<file path="config.mk">
export PLATFORM = sky130hd
export DESIGN_NAME = io_port_ctrl
export DESIGN_NICKNAME = d
export VERILOG_FILES = /design/src/rtl/io_port_ctrl.sv
export SDC_FILE = /design/constraint.sdc
export NUM_CORES = 1
export LEC_CHECK = 0
export BUFFER_PORTS_ARGS = -buffer_cell sky130_fd_sc_hd__buf_4
export CORE_ASPECT_RATIO = 0.5
export CORE_MARGIN = 2
export CORE_UTILIZATION = 55
export CTS_CLUSTER_SIZE = 10
export DETAILED_ROUTE_END_ITERATION = 7
export PLACE_DENSITY = 0.83
export SKIP_LAST_GASP = 1
export SYNTH_ARGS = -nofsm -noshare
export SYNTH_HDL_FRONTEND = slang
export SYNTH_SLANG_ARGS = --single-unit
</file>
<file path="constraint.sdc">
create_clock -name clk -period 2 [get_ports clk]
set_input_delay 0.1 -clock clk [delete_from_list [all_inputs] [get_ports clk]]
set_output_delay 0.1 -clock clk [all_outputs]
set_load 0.005 [all_outputs]
</file>
<file path="src/rtl/io_port_ctrl.sv">
// Memory-mapped I/O port controller: LED registers, synchronised switches, debounced buttons with press events.
// Optional button debounce counters are built when IO_DEBOUNCE_EN is defined.
module io_port_ctrl #(
    parameter int DW         = 8,
    parameter int NPORTS     = 4,
    parameter int NBTN       = 4,
    parameter int NSW        = 10,
    parameter int DEB_CYCLES = 16
) (
    input  logic                      clk,
    input  logic                      reset,
    input  logic [$clog2(NPORTS)-1:0] io_port,
    input  logic                      we_o,
    input  logic [DW-1:0]             wdata,
    input  logic                      re_i,
    output logic [DW-1:0]             rdata,
    input  logic [NBTN-1:0]           buttons,
    input  logic [NSW-1:0]            switches,
    output logic [DW-1:0]             led_v,
    output logic [NSW-1:0]            led_r,
    output logic                      btn_evt
);

    localparam int AW = $clog2(NPORTS);

    logic [NBTN-1:0] btn_s1, btn_s2;
    logic [NSW-1:0]  sw_s1, sw_s2;
    logic [NBTN-1:0] db;
    logic [NBTN-1:0] db_q;
    logic [NBTN-1:0] evt;
    logic [NBTN-1:0] rise;
    logic [DW-1:0]   rd_mux;
    logic            rd_evt;

    // Buttons are stored active-high so the all-zero reset state means "released".
    always_ff @(posedge clk or negedge reset) begin
        if (!reset) begin
            btn_s1 <= '0;
            btn_s2 <= '0;
            sw_s1  <= '0;
            sw_s2  <= '0;
        end else begin
            btn_s1 <= ~buttons;
            btn_s2 <= btn_s1;
            sw_s1  <= switches;
            sw_s2  <= sw_s1;
        end
    end

`ifdef IO_DEBOUNCE_EN
    localparam int CW = $clog2(DEB_CYCLES);

    for (genvar g = 0; g < NBTN; g++) begin : g_deb
        logic [CW-1:0] cnt;

        always_ff @(posedge clk or negedge reset) begin
            if (!reset) begin
                cnt   <= '0;
                db[g] <= 1'b0;
            end else if (btn_s2[g] != db[g]) begin
                if (cnt == CW'(DEB_CYCLES - 1)) begin
                    db[g] <= btn_s2[g];
                    cnt   <= '0;
                end else begin
                    cnt <= cnt + CW'(1);
                end
            end else begin
                cnt <= '0;
            end
        end
    end
`else
    assign db = btn_s2;
`endif

    assign rise   = db & ~db_q;
    assign rd_evt = re_i && (io_port == AW'(2));

    // A press landing on the clearing read survives because rise is ORed in after the clear.
    always_ff @(posedge clk or negedge reset) begin
        if (!reset) begin
            db_q <= '0;
            evt  <= '0;
        end else begin
            db_q <= db;
            evt  <= (rd_evt ? '0 : evt) | rise;
        end
    end

    assign btn_evt = |evt;

    always_comb begin
        rd_mux = '0;
        case (io_port)
            AW'(0):  rd_mux[NBTN-1:0]     = db;
            AW'(1):  rd_mux               = sw_s2[DW-1:0];
            AW'(2):  rd_mux[NBTN-1:0]     = evt;
            AW'(3):  rd_mux[NSW-DW-1:0]   = sw_s2[NSW-1:DW];
            default: rd_mux               = '0;
        endcase
    end

    always_ff @(posedge clk or negedge reset) begin
        if (!reset) begin
            rdata <= '0;
        end else if (re_i) begin
            rdata <= rd_mux;
        end
    end

    always_ff @(posedge clk or negedge reset) begin
        if (!reset) begin
            led_v <= '0;
            led_r <= '0;
        end else if (we_o) begin
            case (io_port)
                AW'(0):  led_v            <= wdata;
                AW'(1):  led_r[DW-1:0]    <= wdata;
                AW'(3):  led_r[NSW-1:DW]  <= wdata[NSW-DW-1:0];
                default: ;
            endcase
        end
    end

endmodule

</file>
==> results of run 1 <==
cell usage in the layout (no fill, tap or decap), drive strengths merged, types with 3 or more instances in the layout:
master,synthesis,layout
dfrtp,62,62
buf,2,54
mux2,18,18
dlygate4sd3,0,17
clkbuf,2,16
inv,13,13
o21ai,8,8
mux2i,6,6
nand2,6,6
nand3,5,5
nand2b,4,4
o221ai,3,3
state kept, by name (all words and copies together), names as in the netlist:
register,flops
btn_s1,4
btn_s2,4
db_q,4
evt,4
led_r,10
led_v,8
rdata,8
sw_s1,10
sw_s2,10
final cells by class:
class | count | area [um2]
well taps | 51 | 63.8
flip-flops and latches | 62 | 1550
inverters | 13 | 48.8
repair buffers | 71 | 576
multi-input cells | 58 | 473
clock buffers | 16 | 180
fillers | 192 | 654
where the power goes:
| group | internal (mW) | switching (mW) |
|---|---|---|
| logic | 0.234 | 0.142 |
| clock network | 0.554 | 0.417 |
| registers | 1.38 | 0.0688 |
| total | 2.17 | 0.628 |
cells by family after synthesis:
family,synth area share [%]
AND/OR/NAND/NOR,5.83
multiplexers,12.5
flip-flops,73.8
buffers and inverters,3.75
AO/OA/AOI/OAI,4.16
how the worst min path moves through the flow:
| stage | slack [ns] | to | cells after the start | startpoint |
|---|---|---|---|---|
| CTS | 0.002 | led_v[4] | 2 | wdata[4] |
| detailed placement | 0.21 | sw_s1[9] | 1 | reset |
| finish | 0.02 | led_r[7] | 2 | wdata[7] |
| global route | 0.001 | led_v[3] | 2 | wdata[3] |
| floorplan | -0.20 | btn_s1[0] | 0 | reset |
| global placement | 0.20 | sw_s1[1] | 1 | reset |
per-stage QoR:
| step | worst slack, ns | instance area [um2] |
|---|---|---|
| after floorplan | 0.956 | 2100 |
| after global placement | 0.766 | 2540 |
| after detailed placement | 0.753 | 2540 |
| after CTS | 0.444 | 2880 |
| after global routing | 0.407 | 2890 |
| final | 0.462 | 2890 |
synth_stat cells:
| cell | instances | share of area, % |
|---|---|---|
| mux2_2 | 18 | 9.6 |
| clkbuf_1 | 2 | 0.36 |
| mux2i_1 | 6 | 2.9 |
| and2b_4 | 1 | 0.48 |
| o21a_1 | 1 | 0.36 |
| buf_6 | 2 | 1.1 |
| o21ai_0 | 8 | 1.9 |
| a2bb2oi_1 | 1 | 0.42 |
| nand2_2 | 1 | 0.30 |
| nor2_1 | 1 | 0.18 |
| nor3b_4 | 1 | 0.89 |
| or4_1 | 1 | 0.36 |
| o221ai_1 | 3 | 1.2 |
| nand3_1 | 5 | 1.2 |
| inv_1 | 13 | 2.3 |
| nand3b_1 | 1 | 0.36 |
| nand2_1 | 5 | 0.89 |
| dfrtp_1 | 62 | 74 |
| a21oi_1 | 1 | 0.24 |
| nand2b_1 | 4 | 1.2 |
metal layers:
metal,GRT usage [%],vias up
li1,-,617
met1,25.8,680
met2,39.6,37
met3,9.61,8
met4,6.97,0
met5,0,-
==> impl_metrics.env, run 1 <==
export IMPL_synth_cell_types=20
export IMPL_placedCellCount=238
export IMPL_place_hpwl_mm=2.58
export IMPL_drtIter0Drc=75
export IMPL_die_h_um=47.7
export IMPL_dieArea_um2=4360
export IMPL_max_slew_margin_pct=51.8
export IMPL_cts_tree="yes"
export IMPL_route_met2_wl_mm=2.25
export IMPL_avgViaCountPerCell=4.95
export IMPL_fin_cells=271
export IMPL_fin_util_pct=81.6
export IMPL_cts_path_max_buffers=2
export IMPL_die_w_um=91.5
export IMPL_start_util_pct=59.3
export IMPL_power_total_mw=2.80
export IMPL_first_global_vias=1325
export IMPL_grt_usage_pct=22.2
export IMPL_rsz0062_at_grt="false"
export IMPL_maxCapViolCount=0
export IMPL_end_kind="primary output"
export IMPL_wl_met1_mm=1.83
export IMPL_port_buffers=54
export IMPL_antenna_found_initial=0
export IMPL_max_freq_ghz=0.650
export IMPL_fin_setup_tns_ns=0
export IMPL_syn_nets=165
export IMPL_routedWlPerCell_um=16.1
export IMPL_h_tree_depth=3
export IMPL_reg2reg_from="btn_s2[2]"
export IMPL_syn_inst=137
export IMPL_grt_max_degree=63
export IMPL_synthToLayoutAreaGrowth_pct=37.5
export IMPL_clkLatencyLatePin_ns=0.33
export IMPL_synth_seq_area_share_pct=73.8
export IMPL_io_pins=55
export IMPL_drtAntennaViolNets=0
export IMPL_worstSetupEndpoint="btn_evt"
export IMPL_p_leak_nw=1.39
export IMPL_crit_path_start_kind="flip-flop"
export IMPL_wl_mm=4.37
export IMPL_cts_sinks=62
export IMPL_fin_crit_sh_pct=76.9
export IMPL_rr_worst_depth=3
export IMPL_setup_viol=0
export IMPL_gr_total_overflow=0
export IMPL_hold_viol=0
export IMPL_core_area_um2=3550
export IMPL_numCtsBuffers=9
export IMPL_fin_nets=243
export IMPL_grt_pass1_wl_mm=6.67
export IMPL_mappedNetlistArea_um2=2100
export IMPL_path_buf_inv=1
export IMPL_vias=1342
export IMPL_tightest_slew_ns=0.722
export IMPL_yosysWarnings=0
export IMPL_status="complete, no violations"
export IMPL_firstDrtPassIters=7
export IMPL_rows=15
export IMPL_crit_path_max_fanout=3
export IMPL_whs_ns=0.0180
export IMPL_cpLargestDelayFamily="simple AND/OR/NAND/NOR gates"
export IMPL_cts_hold_buf=16
export IMPL_cp_slowest_cell="or4_1"
export IMPL_wl_met3_um=219
export IMPL_timing_final_crit_period_ns=1.54
export IMPL_path_class="reg -> out"
export IMPL_crit_cells=2
export IMPL_clk_pin_slew_ns=0.06
export IMPL_avgSynthCellArea_um2=15.4
export IMPL_drive_gt1_share_pct=39.5
export IMPL_gp_congestion=0.706
export IMPL_cts_setup_buffers=0
export IMPL_r2r_end="rdata[2]"
export IMPL_critical_path_arrival_ns=1.44
export IMPL_startpoint="evt[0]"
export IMPL_maxSlewViolCount=0
export IMPL_antenna_cells=0
export IMPL_maxUsedRoutingLayer="met4"
export IMPL_cpPeakStageDelay_ns=0.56
export IMPL_ir_drop_uv=666
export IMPL_p_per_area_nw_per_um2=967
export IMPL_drc=0
export IMPL_hold_class="in -> reg"
export IMPL_reg2reg_slack_ns=1.08
export IMPL_cp_cell_sequence="or4_1 > buf_4"
export IMPL_critPathRequiredTime_ns=1.90
export IMPL_fin_skew_ns=0.00844
export IMPL_cts_root_buf="clkbuf_8"
export IMPL_ys_seq_elements=62
export IMPL_ctsResizeCount=0
Power figures use the tool's default switching activity.
==> run 2, diff against run 1 <==
--- a/config.mk
+++ b/config.mk
@@ -8,10 +8,10 @@
 export BUFFER_PORTS_ARGS = -buffer_cell sky130_fd_sc_hd__buf_4
 export CORE_ASPECT_RATIO = 0.5
 export CORE_MARGIN = 2
-export CORE_UTILIZATION = 55
+export CORE_UTILIZATION = 51
 export CTS_CLUSTER_SIZE = 10
 export DETAILED_ROUTE_END_ITERATION = 7
-export PLACE_DENSITY = 0.83
+export PLACE_DENSITY = 0.77
 export SKIP_LAST_GASP = 1
 export SYNTH_ARGS = -nofsm -noshare
 export SYNTH_HDL_FRONTEND = slang
==> constraint.sdc (replaced) <==
create_clock -name clk -period 1.44 [get_ports clk]
set_input_delay 0.072 -clock clk [delete_from_list [all_inputs] [get_ports clk]]
set_output_delay 0.072 -clock clk [all_outputs]
set_load 0.005 [all_outputs]
==> impl_metrics.env, run 2 (same netlist as run 1, synthesis figures left out) <==
export IMPL_cts_sinks=62
export IMPL_p_per_area_nw_per_um2=1380
export IMPL_critical_path_arrival_ns=1.39
export IMPL_startpoint="evt[0]"
export IMPL_fillers=244
export IMPL_hold_viol=0
export IMPL_placedCellCount=241
export IMPL_path_buf_inv=1
export IMPL_fin_nets=251
export IMPL_fin_skew_ns=0.00571
export IMPL_drtAntennaViolNets=0
export IMPL_cts_tree="yes"
export IMPL_fin_cells=282
export IMPL_cpLargestDelayFamily="simple AND/OR/NAND/NOR gates"
export IMPL_drtIter0Drc=131
export IMPL_drc=0
export IMPL_power_switching_mw=0.939
export IMPL_antenna_cells=0
export IMPL_gr_total_overflow=0
export IMPL_max_slew_margin_pct=50.0
export IMPL_wl_mm=4.09
export IMPL_port_buffers=54
export IMPL_end_kind="primary output"
export IMPL_swShare_pct=22.5
export IMPL_start_util_pct=53.6
export IMPL_rsz0062_at_grt="true"
export IMPL_rr_worst_depth=3
export IMPL_power_frac_clock_pct=38.8
export IMPL_tightest_slew_ns=0.750
export IMPL_vias=1344
export IMPL_hold_depth=2
export IMPL_avgViaCountPerCell=4.77
export IMPL_p_leak_nw=1.44
export IMPL_cts_path_max_buffers=2
export IMPL_place_hpwl_mm=2.49
export IMPL_cp_cell_sequence="or4_4 > buf_6"
export IMPL_routedWlPerCell_um=14.5
export IMPL_rows=16
export IMPL_maxCapViolCount=0
export IMPL_firstDrtPassIters=4
export IMPL_cp_slowest_cell="or4_4"
export IMPL_synthToLayoutAreaGrowth_pct=43.2
export IMPL_internal_power_mw=3.23
export IMPL_fin_util_pct=76.8
export IMPL_fin_crit_sh_pct=102
export IMPL_setup_ws_ns=-0.0217
export IMPL_reg2reg_slack_ns=0.47
export IMPL_h_tree_depth=3
export IMPL_pwr_share_seq_pct=48.2
export IMPL_io_pins=55
export IMPL_crit_path_max_fanout=2
export IMPL_grt_usage_pct=20.4
export IMPL_critPathRequiredTime_ns=1.37
export IMPL_core_area_um2=3920
export IMPL_final_common_cell="dfrtp_1"
export IMPL_cts_root_buf="clkbuf_8"
export IMPL_clkLatencyLatePin_ns=0.33
export IMPL_die_w_um=94.8
export IMPL_status="finished, violations left"
export IMPL_setup_viol=1
export IMPL_ir_drop_uv=1340
export IMPL_numCtsBuffers=9
export IMPL_r2r_end="rdata[0]"
export IMPL_dieArea_um2=4690
export IMPL_cpPeakStageDelay_ns=0.55
export IMPL_timing_final_crit_period_ns=1.46
export IMPL_hold_class="in -> reg"
export IMPL_antenna_found_initial=0
export IMPL_violations="negative setup slack"
export IMPL_reg2reg_from="evt[0]"
export IMPL_worstSetupEndpoint="btn_evt"
export IMPL_clk_pin_slew_ns=0.07
export IMPL_gp_congestion=0.826
export IMPL_drive_gt1_share_pct=40.8
export IMPL_first_global_vias=1413
export IMPL_maxSlewViolCount=0
export IMPL_path_class="reg -> out"
export IMPL_grt_pass1_wl_mm=6.76
export IMPL_max_freq_ghz=0.684
export IMPL_crit_cells=2
export IMPL_combPwrFrac_pct=13.0
export IMPL_final_cell_mix="dfrtp_1, buf_4, dlygate4sd3_1, mux2_2, inv_1"
export IMPL_grt_max_degree=63
export IMPL_crit_path_start_kind="flip-flop"
export IMPL_die_h_um=49.4
export IMPL_largestRegisters="led_r (10), sw_s1 (10), sw_s2 (10)"
-- run 2: cell count changes in the layout (fill, tap and decap cells not counted), moves of 2 or more --
cell	change
clkinv_2	+2
clkbuf_1	-3
clkbuf_8	-3
dlygate4sd3_1	+6
bufinv_16	+2
-- run 2: final cells by class --
| class | instances | area, um2 | area share [%] |
|---|---|---|---|
| sequential | 62 | 1550 | 51.5 |
| timing repair buffer | 79 | 654 | 21.7 |
| multi-input combinational | 58 | 477 | 15.8 |
| clock buffer | 10 | 128 | 4.24 |
| clock inverter | 6 | 86.3 | 2.87 |
| tap | 54 | 67.6 | 2.24 |
| inverter | 13 | 48.8 | 1.62 |
-- run 2: how the worst min path moves through the flow --
stage	from	endpoint	slack, ns
5_1_grt	re_i	rdata[2]	0.04
6_report	re_i	rdata[2]	0.05
3_3_place_gp	reset	btn_s1[0]	0.18
3_5_place_dp	reset	sw_s1[9]	0.18
2_1_floorplan	reset	btn_s1[0]	-0.22
4_1_cts	re_i	rdata[2]	0.03
-- run 2: timing repair --
item,CTS,global route
hold buffers,23,0
endpoints found under the setup margin,1,1
endpoints found under the hold margin,92,0
setup buffers,2,0
gates resized for setup,0,2
-- run 2: metrics by stage --
step	instance area, um2	setup slack, ns	TNS (ns)	hold slack [ns]	power (mW)
detailed placement	2550	0.218	0	0.181	2.52
floorplan	2100	0.424	0	-0.224	2.20
global route	3010	-0.0469	-0.0469	0.0427	4.37
CTS	3010	-0.0144	-0.0144	0.0250	4.20
finish	3010	-0.0217	-0.0217	0.0499	4.17
global placement	2550	0.242	0	0.177	2.50
-- run 2: per-layer routing --
layer | global-route usage (%) | up-vias | part of all wire (%)
met5 | 0 | - | 0
met4 | 10.9 | 0 | 2.1
met3 | 7.73 | 10 | 4.7
met2 | 32.2 | 43 | 51
met1 | 24.5 | 664 | 42
li1 | - | 627 | -
-- run 2: power groups by stage --
stage	registers, mW	logic (mW)	clock network (mW)
2_1_floorplan	2.03	0.172	0
3_3_place_gp	2.03	0.464	0
3_5_place_dp	2.04	0.483	0
4_1_cts	2.01	0.547	1.64
5_1_grt	2.03	0.596	1.74
6_report	2.01	0.544	1.62
-- run 2: worst register-to-register path, delay by kind of cell, from the launching register on --
kind,cells,cell delay (ns)
AOI/OAI and AO/OA,1,0.15
buffers and inverters,1,0.14
muxes,1,0.15
DFF,1,0.39
==> run 3, diff against run 2 <==
--- a/config.mk
+++ b/config.mk
@@ -5,7 +5,7 @@
 export SDC_FILE = /design/constraint.sdc
 export NUM_CORES = 1
 export LEC_CHECK = 0
-export BUFFER_PORTS_ARGS = -buffer_cell sky130_fd_sc_hd__buf_4
+export BUFFER_PORTS_ARGS = -buffer_cell sky130_fd_sc_hd__buf_2
 export CORE_ASPECT_RATIO = 0.5
 export CORE_MARGIN = 2
 export CORE_UTILIZATION = 51
==> impl_metrics.env, run 3 (same netlist as run 1, synthesis figures left out) <==
export IMPL_fin_skew_ns=0.00395
export IMPL_drtAntennaViolNets=0
export IMPL_critPathRequiredTime_ns=1.37
export IMPL_hold_class="in -> reg"
export IMPL_p_per_area_nw_per_um2=1350
export IMPL_ctsResizeCount=0
export IMPL_placedCellCount=243
export IMPL_grt_max_degree=63
export IMPL_rr_worst_depth=3
export IMPL_end_kind="primary output"
export IMPL_swShare_pct=23.1
export IMPL_setup_viol=0
export IMPL_gp_congestion=0.788
export IMPL_p_leak_nw=1.40
export IMPL_worstSetupEndpoint="btn_evt"
export IMPL_power_total_mw=3.87
export IMPL_start_util_pct=53.6
export IMPL_crit_path_max_fanout=2
export IMPL_synthToLayoutAreaGrowth_pct=36.2
export IMPL_fin_crit_sh_pct=98.9
export IMPL_maxSlewViolCount=0
export IMPL_pwr_share_seq_pct=51.7
export IMPL_antenna_found_initial=0
export IMPL_port_buffers=54
export IMPL_drive_gt1_share_pct=40.4
export IMPL_fin_cells=284
export IMPL_wl_mm=4.05
export IMPL_grt_pass1_wl_mm=6.87
export IMPL_drc=0
export IMPL_crit_path_start_kind="flip-flop"
export IMPL_cts_tree="yes"
export IMPL_maxCapViolCount=0
export IMPL_die_h_um=49.4
export IMPL_cts_root_buf="clkbuf_8"
export IMPL_drtIter0Drc=69
export IMPL_reg2reg_from="evt[2]"
export IMPL_max_freq_ghz=0.702
export IMPL_final_common_cell="dfrtp_1"
export IMPL_rows=16
export IMPL_reg2reg_slack_ns=0.47
export IMPL_cts_path_max_buffers=2
export IMPL_largestRegisters="led_r (10), sw_s1 (10), sw_s2 (10)"
export IMPL_firstDrtPassIters=4
export IMPL_grt_usage_pct=20.7
export IMPL_power_switching_mw=0.895
export IMPL_core_area_um2=3920
export IMPL_rsz0062_at_grt="true"
export IMPL_die_w_um=94.8
export IMPL_avgViaCountPerCell=4.81
export IMPL_clk_pin_slew_ns=0.06
export IMPL_critical_path_arrival_ns=1.35
export IMPL_max_slew_margin_pct=68.9
export IMPL_gr_total_overflow=0
export IMPL_internal_power_mw=2.97
export IMPL_h_tree_depth=3
export IMPL_power_frac_clock_pct=36.1
export IMPL_fin_setup_tns_ns=0
export IMPL_path_class="reg -> out"
export IMPL_clkLatencyLatePin_ns=0.33
export IMPL_final_cell_mix="dfrtp_1, buf_2, dlygate4sd3_1, mux2_2, inv_1"
export IMPL_place_hpwl_mm=2.40
export IMPL_min_from="re_i"
export IMPL_routedWlPerCell_um=14.2
export IMPL_first_global_vias=1436
export IMPL_io_pins=55
export IMPL_tightest_slew_ns=0.465
export IMPL_antenna_cells=0
export IMPL_vias=1367
export IMPL_setup_ws_ns=0.0156
export IMPL_numCtsBuffers=9
export IMPL_hold_viol=0
export IMPL_fin_nets=253
export IMPL_startpoint="evt[0]"
export IMPL_dp_slack_ns=0.228
export IMPL_combPwrFrac_pct=12.2
export IMPL_cts_sinks=62
export IMPL_ir_drop_uv=772
export IMPL_timing_final_crit_period_ns=1.42
export IMPL_status="complete, no violations"
export IMPL_dieArea_um2=4690
export IMPL_r2r_end="rdata[2]"
run 3: cell types whose count changed in the layout (fill, tap and decap cells not counted):
cell and change:
buf_12 +1, buf_2 +54, buf_4 -52, buf_6 -1, bufinv_16 -1, clkbuf_1 +1
clkinv_2 +2, clkinv_4 -1, clkinvlp_4 -1, or4_1 +1, or4_4 -1
run 3: what timing repair did:
| action | CTS | global route |
|---|---|---|
| buffers inserted | 2 | 0 |
| cloned | 0 | 0 |
| hold buffers | 23 | 0 |
| setup endpoints to repair | 1 | 1 |
| endpoints found under the hold margin | 92 | 0 |
| pin swaps | 1 | 1 |
run 3: routing by layer:
metal	wire, um	global-route usage, %	up-vias
li1	-	-	631
met1	1680	23.4	682
met2	2020	34.3	46
met3	262	9.43	8
met4	85	8.45	0
met5	0	0	-
run 3: layout make-up:
type | instances | area (um2)
Sequential cell | 62 | 1550
Clock buffer | 11 | 131
Multi-Input combinational cell | 58 | 473
Tap cell | 54 | 67.6
Fill cell | 278 | 1060
Clock inverter | 5 | 50.0
Inverter | 13 | 48.8
Timing Repair Buffer | 81 | 543
run 3: power groups by stage:
stage	clock network (mW)	registers (mW)	logic, mW
after global routing	1.52	2.02	0.524
final	1.40	2.00	0.471
after detailed placement	0	2.03	0.407
after global placement	0	2.02	0.391
after CTS	1.43	2.00	0.470
after floorplan	0	2.03	0.172
run 3: worst min-delay path by stage:
stage / to / slack, ns / cells after the start
6_report: rdata[2] / 0.14 / 2
5_1_grt: rdata[4] / 0.15 / 2
4_1_cts: rdata[2] / 0.13 / 2
3_5_place_dp: sw_s2[1] / 0.10 / 2
3_3_place_gp: btn_s1[0] / 0.1 / 2
2_1_floorplan: btn_s1[0] / -0.22 / 0
run 3: worst max-delay path, cell delays in order, from the launching register on:
cell and delay, ns:
dfrtp_1 0.38, or4_1 0.51, buf_2 0.14
run 3: per-stage QoR:
stage               cell area [um2]  utilization (%)  hold WS, ns
detailed placement             2440             62.1        0.102
CTS                            2870             73.0        0.132
finish                         2870             73.0        0.142
global route                   2870             73.0        0.152
floorplan                      2100                -       -0.224
global placement               2440             62.1       0.0969
